`src/rtl/decode_stage_pipe_if.sv`:
```
// IF/ID-side inputs and ID/EX-side outputs of the decode stage, bundled as one port.
// master drives the instruction/WB/control side, slave is the decode stage itself.
interface decode_stage_pipe_if #(
  parameter int DATA_W = 32,
  parameter int AW     = 5,
  parameter int CTRL_W = 12
);
  logic              i_valid;
  logic [31:0]       i_instruction;
  logic [DATA_W-1:0] i_pc;
  logic [CTRL_W-1:0] i_ctrl;
  logic              i_memread;
  logic              i_regwrite;
  logic              i_wb_we;
  logic [AW-1:0]     i_wb_addr;
  logic [DATA_W-1:0] i_wb_data;
  logic              i_flush;
  logic              i_stop;
  logic [AW-1:0]     i_dbg_addr;

  logic [DATA_W-1:0] o_dbg_data;
  logic              o_pc_write;
  logic              o_ifid_write;
  logic              o_stall;
  logic              o_ex_valid;
  logic              o_ex_memread;
  logic              o_ex_regwrite;
  logic [CTRL_W-1:0] o_ex_ctrl;
  logic [DATA_W-1:0] o_ex_pc;
  logic [DATA_W-1:0] o_ex_rs_data;
  logic [DATA_W-1:0] o_ex_rt_data;
  logic [DATA_W-1:0] o_ex_imm;
  logic [DATA_W-1:0] o_ex_jtarget;
  logic [AW-1:0]     o_ex_rs;
  logic [AW-1:0]     o_ex_rt;
  logic [AW-1:0]     o_ex_rd;
  logic [5:0]        o_ex_op;
  logic [4:0]        o_ex_shamt;

  modport master (
    output i_valid, i_instruction, i_pc, i_ctrl, i_memread, i_regwrite,
           i_wb_we, i_wb_addr, i_wb_data, i_flush, i_stop, i_dbg_addr,
    input  o_dbg_data, o_pc_write, o_ifid_write, o_stall,
           o_ex_valid, o_ex_memread, o_ex_regwrite, o_ex_ctrl, o_ex_pc,
           o_ex_rs_data, o_ex_rt_data, o_ex_imm, o_ex_jtarget,
           o_ex_rs, o_ex_rt, o_ex_rd, o_ex_op, o_ex_shamt
  );

  modport slave (
    input  i_valid, i_instruction, i_pc, i_ctrl, i_memread, i_regwrite,
           i_wb_we, i_wb_addr, i_wb_data, i_flush, i_stop, i_dbg_addr,
    output o_dbg_data, o_pc_write, o_ifid_write, o_stall,
           o_ex_valid, o_ex_memread, o_ex_regwrite, o_ex_ctrl, o_ex_pc,
           o_ex_rs_data, o_ex_rt_data, o_ex_imm, o_ex_jtarget,
           o_ex_rs, o_ex_rt, o_ex_rd, o_ex_op, o_ex_shamt
  );
endinterface

```
`src/rtl/decode_stage_pipe.sv`:
```
// ID stage: register file with WB bypass, load-use stall FSM and the ID/EX pipeline register.
//   state | meaning
//   RUN   | normal issue; a load-use hazard inserts the first bubble here
//   STALL | further bubbles while cnt counts down to 0
//   HALT  | i_stop frozen; pre-halt state and cnt kept in sav_state/sav_cnt
module decode_stage_pipe #(
  parameter int DATA_W     = 32,
  parameter int NREG       = 32,
  parameter int AW         = 5,
  parameter int CTRL_W     = 12,
  parameter int LOAD_STALL = 1,
  parameter int BYPASS     = 1
) (
  input logic              clk,
  input logic              i_reset_n,
  decode_stage_pipe_if.slave bus
);

  typedef enum logic [1:0] {RUN, STALL, HALT} state_t;

  localparam logic [1:0] STALL_INIT = 2'(LOAD_STALL - 1);

  state_t            state, state_nx, sav_state, sav_state_nx, eff_state;
  logic [1:0]        cnt, cnt_nx, sav_cnt, sav_cnt_nx, eff_cnt;
  logic              bubble, stall_int, haz;

  logic [DATA_W-1:0] rf [NREG];
  logic [5:0]        op;
  logic [AW-1:0]     rs, rt, rd;
  logic [4:0]        shamt;
  logic [DATA_W-1:0] rs_data, rt_data, imm, jtarget;
  logic              byp_rs, byp_rt;

  logic              ex_valid, ex_memread, ex_regwrite;
  logic [CTRL_W-1:0] ex_ctrl;
  logic [DATA_W-1:0] ex_pc, ex_rs_data, ex_rt_data, ex_imm, ex_jtarget;
  logic [AW-1:0]     ex_rs, ex_rt, ex_rd;
  logic [5:0]        ex_op;
  logic [4:0]        ex_shamt;

  assign op      = bus.i_instruction[31:26];
  assign rs      = bus.i_instruction[21 +: AW];
  assign rt      = bus.i_instruction[16 +: AW];
  assign rd      = bus.i_instruction[11 +: AW];
  assign shamt   = bus.i_instruction[10:6];
  assign imm     = DATA_W'($signed(bus.i_instruction[15:0]));
  assign jtarget = DATA_W'(bus.i_instruction[25:0]);

  // Register 0 is never written, so only the bypass path needs the r0 guard.
  always_ff @(posedge clk or negedge i_reset_n) begin
    if (!i_reset_n) begin
      for (int i = 0; i < NREG; i++) rf[i] <= '0;
    end else if (bus.i_wb_we && bus.i_wb_addr != '0) begin
      rf[bus.i_wb_addr] <= bus.i_wb_data;
    end
  end

  assign byp_rs  = (BYPASS != 0) && bus.i_wb_we && (bus.i_wb_addr == rs);
  assign byp_rt  = (BYPASS != 0) && bus.i_wb_we && (bus.i_wb_addr == rt);
  assign rs_data = (rs == '0) ? '0 : (byp_rs ? bus.i_wb_data : rf[rs]);
  assign rt_data = (rt == '0) ? '0 : (byp_rt ? bus.i_wb_data : rf[rt]);
  assign bus.o_dbg_data = rf[bus.i_dbg_addr];

  assign haz = bus.i_valid & ex_valid & ex_memread & (ex_rt != '0) &
               ((ex_rt == rs) | (ex_rt == rt));

  // Leaving HALT, the restored state already acts in the release cycle.
  assign eff_state = (state == HALT && !bus.i_stop) ? sav_state : state;
  assign eff_cnt   = (state == HALT && !bus.i_stop) ? sav_cnt   : cnt;

  always_ff @(posedge clk or negedge i_reset_n) begin
    if (!i_reset_n) begin
      state     <= RUN;
      cnt       <= 2'd0;
      sav_state <= RUN;
      sav_cnt   <= 2'd0;
    end else begin
      state     <= state_nx;
      cnt       <= cnt_nx;
      sav_state <= sav_state_nx;
      sav_cnt   <= sav_cnt_nx;
    end
  end

  always_comb begin
    state_nx     = eff_state;
    cnt_nx       = eff_cnt;
    sav_state_nx = sav_state;
    sav_cnt_nx   = sav_cnt;
    bubble       = 1'b0;
    stall_int    = 1'b0;
    if (bus.i_stop) begin
      state_nx = HALT;
      cnt_nx   = cnt;
      if (state != HALT) begin
        sav_state_nx = state;
        sav_cnt_nx   = cnt;
      end
    end else if (bus.i_flush) begin
      bubble   = 1'b1;
      state_nx = RUN;
      cnt_nx   = 2'd0;
    end else begin
      unique case (eff_state)
        RUN: begin
          if (haz) begin
            bubble    = 1'b1;
            stall_int = 1'b1;
            cnt_nx    = STALL_INIT;
            state_nx  = (STALL_INIT != 2'd0) ? STALL : RUN;
          end
        end
        STALL: begin
          bubble    = 1'b1;
          stall_int = 1'b1;
          cnt_nx    = (eff_cnt == 2'd0) ? 2'd0 : eff_cnt - 2'd1;
          state_nx  = (eff_cnt <= 2'd1) ? RUN : STALL;
        end
        default: ;
      endcase
    end
  end

  assign bus.o_pc_write   = !i_reset_n | !(bus.i_stop | stall_int) | bus.i_flush;
  assign bus.o_ifid_write = bus.o_pc_write;
  assign bus.o_stall      = i_reset_n & stall_int;

  // Bubbles clear only the control bits; data fields keep their last values.
  always_ff @(posedge clk or negedge i_reset_n) begin
    if (!i_reset_n) begin
      ex_valid    <= 1'b0;
      ex_memread  <= 1'b0;
      ex_regwrite <= 1'b0;
      ex_ctrl     <= '0;
      ex_pc       <= '0;
      ex_rs_data  <= '0;
      ex_rt_data  <= '0;
      ex_imm      <= '0;
      ex_jtarget  <= '0;
      ex_rs       <= '0;
      ex_rt       <= '0;
      ex_rd       <= '0;
      ex_op       <= '0;
      ex_shamt    <= '0;
    end else if (!bus.i_stop) begin
      if (bubble || !bus.i_valid) begin
        ex_valid    <= 1'b0;
        ex_memread  <= 1'b0;
        ex_regwrite <= 1'b0;
        ex_ctrl     <= '0;
      end else begin
        ex_valid    <= 1'b1;
        ex_memread  <= bus.i_memread;
        ex_regwrite <= bus.i_regwrite;
        ex_ctrl     <= bus.i_ctrl;
        ex_pc       <= bus.i_pc;
        ex_rs_data  <= rs_data;
        ex_rt_data  <= rt_data;
        ex_imm      <= imm;
        ex_jtarget  <= jtarget;
        ex_rs       <= rs;
        ex_rt       <= rt;
        ex_rd       <= rd;
        ex_op       <= op;
        ex_shamt    <= shamt;
      end
    end
  end

  assign bus.o_ex_valid    = ex_valid;
  assign bus.o_ex_memread  = ex_memread;
  assign bus.o_ex_regwrite = ex_regwrite;
  assign bus.o_ex_ctrl     = ex_ctrl;
  assign bus.o_ex_pc       = ex_pc;
  assign bus.o_ex_rs_data  = ex_rs_data;
  assign bus.o_ex_rt_data  = ex_rt_data;
  assign bus.o_ex_imm      = ex_imm;
  assign bus.o_ex_jtarget  = ex_jtarget;
  assign bus.o_ex_rs       = ex_rs;
  assign bus.o_ex_rt       = ex_rt;
  assign bus.o_ex_rd       = ex_rd;
  assign bus.o_ex_op       = ex_op;
  assign bus.o_ex_shamt    = ex_shamt;

endmodule

```
`src/flat_wrapper.sv`:
```
// flat-port wrapper written by rule: the top's interface ports become plain ports
module decode_stage_pipe_flat 
#(
  parameter int DATA_W     = 32,
  parameter int NREG       = 32,
  parameter int AW         = 5,
  parameter int CTRL_W     = 12,
  parameter int LOAD_STALL = 1,
  parameter int BYPASS     = 1
)
  (clk, i_reset_n, bus_i_valid, bus_i_instruction, bus_i_pc, bus_i_ctrl, bus_i_memread, bus_i_regwrite, bus_i_wb_we, bus_i_wb_addr, bus_i_wb_data, bus_i_flush, bus_i_stop, bus_i_dbg_addr, bus_o_dbg_data, bus_o_pc_write, bus_o_ifid_write, bus_o_stall, bus_o_ex_valid, bus_o_ex_memread, bus_o_ex_regwrite, bus_o_ex_ctrl, bus_o_ex_pc, bus_o_ex_rs_data, bus_o_ex_rt_data, bus_o_ex_imm, bus_o_ex_jtarget, bus_o_ex_rs, bus_o_ex_rt, bus_o_ex_rd, bus_o_ex_op, bus_o_ex_shamt);
  decode_stage_pipe_if #(.DATA_W(DATA_W), .AW(AW), .CTRL_W(CTRL_W)) bus_i ();
  input logic clk;
  input logic i_reset_n;
  input wire logic [$bits(bus_i.i_valid)-1:0] bus_i_valid;
  input wire logic [$bits(bus_i.i_instruction)-1:0] bus_i_instruction;
  input wire logic [$bits(bus_i.i_pc)-1:0] bus_i_pc;
  input wire logic [$bits(bus_i.i_ctrl)-1:0] bus_i_ctrl;
  input wire logic [$bits(bus_i.i_memread)-1:0] bus_i_memread;
  input wire logic [$bits(bus_i.i_regwrite)-1:0] bus_i_regwrite;
  input wire logic [$bits(bus_i.i_wb_we)-1:0] bus_i_wb_we;
  input wire logic [$bits(bus_i.i_wb_addr)-1:0] bus_i_wb_addr;
  input wire logic [$bits(bus_i.i_wb_data)-1:0] bus_i_wb_data;
  input wire logic [$bits(bus_i.i_flush)-1:0] bus_i_flush;
  input wire logic [$bits(bus_i.i_stop)-1:0] bus_i_stop;
  input wire logic [$bits(bus_i.i_dbg_addr)-1:0] bus_i_dbg_addr;
  output wire logic [$bits(bus_i.o_dbg_data)-1:0] bus_o_dbg_data;
  output wire logic [$bits(bus_i.o_pc_write)-1:0] bus_o_pc_write;
  output wire logic [$bits(bus_i.o_ifid_write)-1:0] bus_o_ifid_write;
  output wire logic [$bits(bus_i.o_stall)-1:0] bus_o_stall;
  output wire logic [$bits(bus_i.o_ex_valid)-1:0] bus_o_ex_valid;
  output wire logic [$bits(bus_i.o_ex_memread)-1:0] bus_o_ex_memread;
  output wire logic [$bits(bus_i.o_ex_regwrite)-1:0] bus_o_ex_regwrite;
  output wire logic [$bits(bus_i.o_ex_ctrl)-1:0] bus_o_ex_ctrl;
  output wire logic [$bits(bus_i.o_ex_pc)-1:0] bus_o_ex_pc;
  output wire logic [$bits(bus_i.o_ex_rs_data)-1:0] bus_o_ex_rs_data;
  output wire logic [$bits(bus_i.o_ex_rt_data)-1:0] bus_o_ex_rt_data;
  output wire logic [$bits(bus_i.o_ex_imm)-1:0] bus_o_ex_imm;
  output wire logic [$bits(bus_i.o_ex_jtarget)-1:0] bus_o_ex_jtarget;
  output wire logic [$bits(bus_i.o_ex_rs)-1:0] bus_o_ex_rs;
  output wire logic [$bits(bus_i.o_ex_rt)-1:0] bus_o_ex_rt;
  output wire logic [$bits(bus_i.o_ex_rd)-1:0] bus_o_ex_rd;
  output wire logic [$bits(bus_i.o_ex_op)-1:0] bus_o_ex_op;
  output wire logic [$bits(bus_i.o_ex_shamt)-1:0] bus_o_ex_shamt;
  assign bus_i.i_valid = bus_i_valid;
  assign bus_i.i_instruction = bus_i_instruction;
  assign bus_i.i_pc = bus_i_pc;
  assign bus_i.i_ctrl = bus_i_ctrl;
  assign bus_i.i_memread = bus_i_memread;
  assign bus_i.i_regwrite = bus_i_regwrite;
  assign bus_i.i_wb_we = bus_i_wb_we;
  assign bus_i.i_wb_addr = bus_i_wb_addr;
  assign bus_i.i_wb_data = bus_i_wb_data;
  assign bus_i.i_flush = bus_i_flush;
  assign bus_i.i_stop = bus_i_stop;
  assign bus_i.i_dbg_addr = bus_i_dbg_addr;
  assign bus_o_dbg_data = bus_i.o_dbg_data;
  assign bus_o_pc_write = bus_i.o_pc_write;
  assign bus_o_ifid_write = bus_i.o_ifid_write;
  assign bus_o_stall = bus_i.o_stall;
  assign bus_o_ex_valid = bus_i.o_ex_valid;
  assign bus_o_ex_memread = bus_i.o_ex_memread;
  assign bus_o_ex_regwrite = bus_i.o_ex_regwrite;
  assign bus_o_ex_ctrl = bus_i.o_ex_ctrl;
  assign bus_o_ex_pc = bus_i.o_ex_pc;
  assign bus_o_ex_rs_data = bus_i.o_ex_rs_data;
  assign bus_o_ex_rt_data = bus_i.o_ex_rt_data;
  assign bus_o_ex_imm = bus_i.o_ex_imm;
  assign bus_o_ex_jtarget = bus_i.o_ex_jtarget;
  assign bus_o_ex_rs = bus_i.o_ex_rs;
  assign bus_o_ex_rt = bus_i.o_ex_rt;
  assign bus_o_ex_rd = bus_i.o_ex_rd;
  assign bus_o_ex_op = bus_i.o_ex_op;
  assign bus_o_ex_shamt = bus_i.o_ex_shamt;
  decode_stage_pipe #(.DATA_W(DATA_W), .NREG(NREG), .AW(AW), .CTRL_W(CTRL_W), .LOAD_STALL(LOAD_STALL), .BYPASS(BYPASS)) u_core (.clk(clk), .i_reset_n(i_reset_n), .bus(bus_i));
endmodule
```
`config.mk`:
```
export PLATFORM = sky130hd
export DESIGN_NAME = decode_stage_pipe_flat
export DESIGN_NICKNAME = d
export VERILOG_FILES = /design/src/rtl/decode_stage_pipe_if.sv /design/src/rtl/decode_stage_pipe.sv /design/src/flat_wrapper.sv
export SDC_FILE = /design/constraint.sdc
export NUM_CORES = 2
export LEC_CHECK = 0
export CAP_MARGIN = 20
export CORE_ASPECT_RATIO = 0.5
export CORE_UTILIZATION = 60
export CTS_CLUSTER_SIZE = 30
export DETAILED_ROUTE_END_ITERATION = 10
export HOLD_SLACK_MARGIN = 0.1
export PLACE_DENSITY_LB_ADDON = 0.2
export SLEW_MARGIN = 0
export SYNTH_ARGS = -nofsm -noshare
export SYNTH_HDL_FRONTEND = slang
export SYNTH_SLANG_ARGS = --single-unit
```
`constraint.sdc`:
```
create_clock -name clk -period 5 [get_ports clk]
set_input_delay 1.25 -clock clk [delete_from_list [all_inputs] [get_ports clk]]
set_output_delay 1.25 -clock clk [all_outputs]
set_load 0.01 [all_outputs]
```
==> results summary <==
The clock network latency to the later pin of the worst-skew pair came out at 0.76 ns. After detailed routing, no signal wire sits above met5. The setup path with the least slack is of type in -> out. After floorplanning, the core was sized to cover 113300 µm². Wire segments on met3 add up to 31.51 mm in the final route.

The final setup violation count is 0. The number of routed nets with antenna violations came out at 0. The total number of vias is 50.25k. The fraction of the mapped netlist area in simple logic gates came out at 0.02935. The top achievable clock speed is 0.2016 GHz. The share of cells above drive strength 1 is 0.4004. The clock passes through at most 3 buffers. The number of buffers inserted by port buffering came out at 355. The required time of the worst setup path came out at 3.75 ns. After synthesis, the share of cell area in mux cells is 0.4404. The final weighted congestion in routability-driven placement came out at 0.9231. The flow ran to the end, and the final reports show no timing, DRC or antenna violations. Each instance of the synthesized netlist takes up on average 13.92 µm².

The final layout contains 5125 nets. Setup repair after global routing left no endpoint under its margin. The number of gates given a new drive strength after cts is 0.

The setup TNS after final layout is 0 ns. The count of endpoints failing hold in the final timing report came out at 0. The power density over cell area came out at 377.8 nW/µm².

The final hold slack came out at 0.3849 ns. TritonCTS built the clock tree. The via count of the first global-routing pass was 50.45k. The post-layout minimum cycle time came out at 4.960 ns. The total iterations of the first detailed-routing run is 7.

The data arrival time at the worst-slack endpoint is 3.71 ns. The count of boundary I/O pins came out at 362. The met2 routed wirelength is 103.1 mm. Summed over all layers, the routed wires come to 235.6 mm. The first-pass GRT wire length came out at 346.2 mm. The dominant combinational cell family by area after synthesis is multiplexers. The number of synthesis warnings came out at 0. The worst setup path is captured at an output port.

The adder and majority cell fraction of the synthesized area came out at 0. The area share of xor/xnor cells in the synthesized design is 0.002541. The initial core utilization is 0.6083. The overall routing resource usage is 0.4059. The layout overhead on the synthesized area came out at 13.76%. The complex-gate fraction of the synthesized area was 0.06074. The via-per-instance ratio came out at 7.608. The reported leakage power is 0.03360 µW. Among all flip-flop cells after synthesis, the most frequent one is sky130_fd_sc_hd__dfrtp_1. The share of synthesized registers carrying an async set or reset is 1.000.

The largest total area in the synthesized netlist belongs to sky130_fd_sc_hd__dfrtp_1. The number of synthesized register bits is 1175. Clock skew on the completed layout was measured at 0.03305 ns.

The number of library cell types mapped by synthesis is 49. The aggregate global routing overflow is 0. Across the run, the number of max-cap violations was 0. The area of the mapped netlist is 68930 µm². The number of synthesized flops with an enable pin is 0.

The relative slew slack is 0.1470. The routed length per placed instance is 35.68 µm. The total clock buffers created by CTS came out at 106. The commonest cells after synthesis are sky130_fd_sc_hd__dfrtp_1 (1175), sky130_fd_sc_hd__mux2_2 (1023), sky130_fd_sc_hd__mux4_2 (572), sky130_fd_sc_hd__mux2i_1 (515), sky130_fd_sc_hd__clkbuf_1 (293). The ratio of final minimum period to clock period came out at 0.9919. The width of the die is 481.3 µm. The area of the die is 116300 µm². The most common cell in the synthesized netlist is sky130_fd_sc_hd__dfrtp_1. From bottom edge to top edge, the die measures 241.7 µm. In this design, the stage delay of the slowest critical-path cell is 0.49 ns.

The critical-path maximum fanout is 22. The cell count after synthesis came out at 4951. The H-tree level count came out at 3. Walking the worst path, the cells encountered are buf_8 -> buf_12 -> buf_12 -> mux4_2 -> mux4_2 -> mux2_2 -> clkdlybuf4s50_1. Once detailed placement completed, the half-perimeter wirelength came to 133.7 mm. After detailed routing, the wire length on met1 is 87.17 mm.

The maximum vdd drop is 0.2630 mV. The final max-slew violation count came out at 0. The pin slew with the least headroom to its limit is 1.280 ns. The area fraction of the dominant cell type after synthesis came out at 0.4266. Clock-pin slew was measured on the worst setup and hold paths at 0.07 ns. The initial antenna violation count is 3. For this run, the register share of the synthesized area comes to 0.4266. Ranked by total cell area, the synthesized netlist is headed by sky130_fd_sc_hd__dfrtp_1 (43%), sky130_fd_sc_hd__mux4_2 (19%), sky130_fd_sc_hd__mux2_2 (17%). STA classifies the critical path startpoint as an input pin. Entering global routing, the biggest net connects 174 pins. The root buffer cell is sky130_fd_sc_hd__clkbuf_16. The count of standard-cell rows came out at 87. The setup fix buffers added after clock tree synthesis is 0. In this run the worst hold path is classified as in -> async.

The initial DRC count came out at 7054. In this run, post-CTS hold repair placed 0 buffers. The largest individual stage delay along the critical path comes from the cell sky130_fd_sc_hd__mux4_2.

The final routed DRC violation total came out at 0. Counting every sink on the clock net gives 1175.
-- registers in the layout, summed over array words and instances (netlist names), 2 cells and up --
signal / flops
u_core.bus.o_ex_ctrl: 12
u_core.bus.o_ex_imm: 7
u_core.bus.o_ex_jtarget: 2
u_core.bus.o_ex_op: 6
u_core.bus.o_ex_pc: 32
u_core.bus.o_ex_rd: 4
u_core.bus.o_ex_rs: 5
u_core.bus.o_ex_rs_data: 32
u_core.bus.o_ex_rt: 4
u_core.bus.o_ex_rt_data: 32
u_core.bus.o_ex_shamt: 4
u_core.cnt: 2
u_core.rf: 1024
u_core.sav_cnt: 2
u_core.sav_state: 2
u_core.state: 2
-- placed cells by master (no fill, tap or decap), types with 31 or more instances in the layout --
cell type,instances
sky130_fd_sc_hd__dfrtp_1,1175
sky130_fd_sc_hd__mux2_2,1023
sky130_fd_sc_hd__mux4_2,572
sky130_fd_sc_hd__mux2i_1,515
sky130_fd_sc_hd__clkdlybuf4s50_1,345
sky130_fd_sc_hd__a22oi_1,192
sky130_fd_sc_hd__a21oi_1,131
sky130_fd_sc_hd__clkbuf_16,110
sky130_fd_sc_hd__buf_4,99
sky130_fd_sc_hd__a22o_1,79
sky130_fd_sc_hd__buf_12,77
sky130_fd_sc_hd__nand2_1,76
sky130_fd_sc_hd__nand3_1,72
sky130_fd_sc_hd__mux2_1,71
sky130_fd_sc_hd__a31oi_1,66
sky130_fd_sc_hd__nor2b_1,65
sky130_fd_sc_hd__a221o_1,62
sky130_fd_sc_hd__nand4_1,35
sky130_fd_sc_hd__a211oi_1,32
sky130_fd_sc_hd__and2_1,31
-- report_power, final --
part | leakage [µW] | total (µW) | internal (µW) | switching [µW]
Sequential | 0.0150 | 13300 | 11300 | 1960
Combinational | 0.0167 | 7430 | 4500 | 2930
Clock | 0.00183 | 8940 | 5000 | 3940
-- final timing paths --
| kind | from | endpoint | slack, ns | cells past startpoint |
|---|---|---|---|---|
| worst max-delay path | bus_i_dbg_addr[0] | bus_o_dbg_data[25] | 0.04 | 7 |
| worst min-delay path | i_reset_n | u_core.rf[165]$_DFFE_PN0P_ | 0.38 | 1 |
| worst max register to register | u_core.bus.o_ex_rt[2]$_DFFE_PN0P_ | u_core.bus.o_ex_rt_data[13]$_DFFE_PN0P_ | 1.82 | 9 |
| worst min register to register | u_core.rf[1016]$_DFFE_PN0P_ | u_core.rf[1016]$_DFFE_PN0P_ | 0.43 | 0 |
| max in group asynchronous | i_reset_n | u_core.rf[107]$_DFFE_PN0P_ | 2.40 | 3 |
| min in group clk | u_core.rf[1016]$_DFFE_PN0P_ | u_core.rf[1016]$_DFFE_PN0P_ | 0.43 | 0 |
-- per-stage QoR --
stage | setup slack, ns | power, µW | instance area, µm² | util | cells
2_1_floorplan | 0.5493 | 17790 | 68950 | - | 4956
3_3_place_gp | 0.06592 | 20210 | 74250 | 0.6552 | 6385
3_5_place_dp | 0.06350 | 20570 | 74250 | 0.6553 | 6386
4_1_cts | 0.05728 | 29420 | 77980 | 0.6881 | 6583
5_1_grt | 0.00001998 | 30650 | 78410 | 0.6919 | 6602
6_report | 0.04029 | 29620 | 78410 | 0.6920 | 6604
-- kinds of logic (layout without fill, tap and decap cells) --
| logic type | after synthesis | after routing |
|---|---|---|
| compound gates | 577 | 577 |
| xor+xnor | 20 | 20 |
| buf+inv | 615 | 747 |
| flops | 1175 | 1175 |
| mux | 2181 | 2181 |
| other cells | 1 | 9 |
| simple gates | 382 | 382 |
-- layout make-up --
class,count,area (µm²)
Multi-Input combinational cell,3166,37090
Fill cell,7575,34900
Sequential cell,1175,29400
Timing Repair Buffer,548,6287
Clock buffer,143,3034
Tap cell,1513,1893
Clock inverter,54,689.4
Inverter,2,7.507
Antenna cell,3,7.507
-- metal layers --
layer | vias to the layer above | track usage
met1 | 26130 | 0.5513
li1 | 19330 | -
met3 | 909 | 0.1367
met2 | 3877 | 0.5825
met5 | - | 0
met4 | 4 | 0.2087
-- worst max-delay path: cells and delay by family --
| family | cells | cell delay [ns] |
|---|---|---|
| mux | 3 | 1.29 |
| buf+inv | 4 | 1.11 |
No activity file was read; power rests on OpenSTA's default activity.
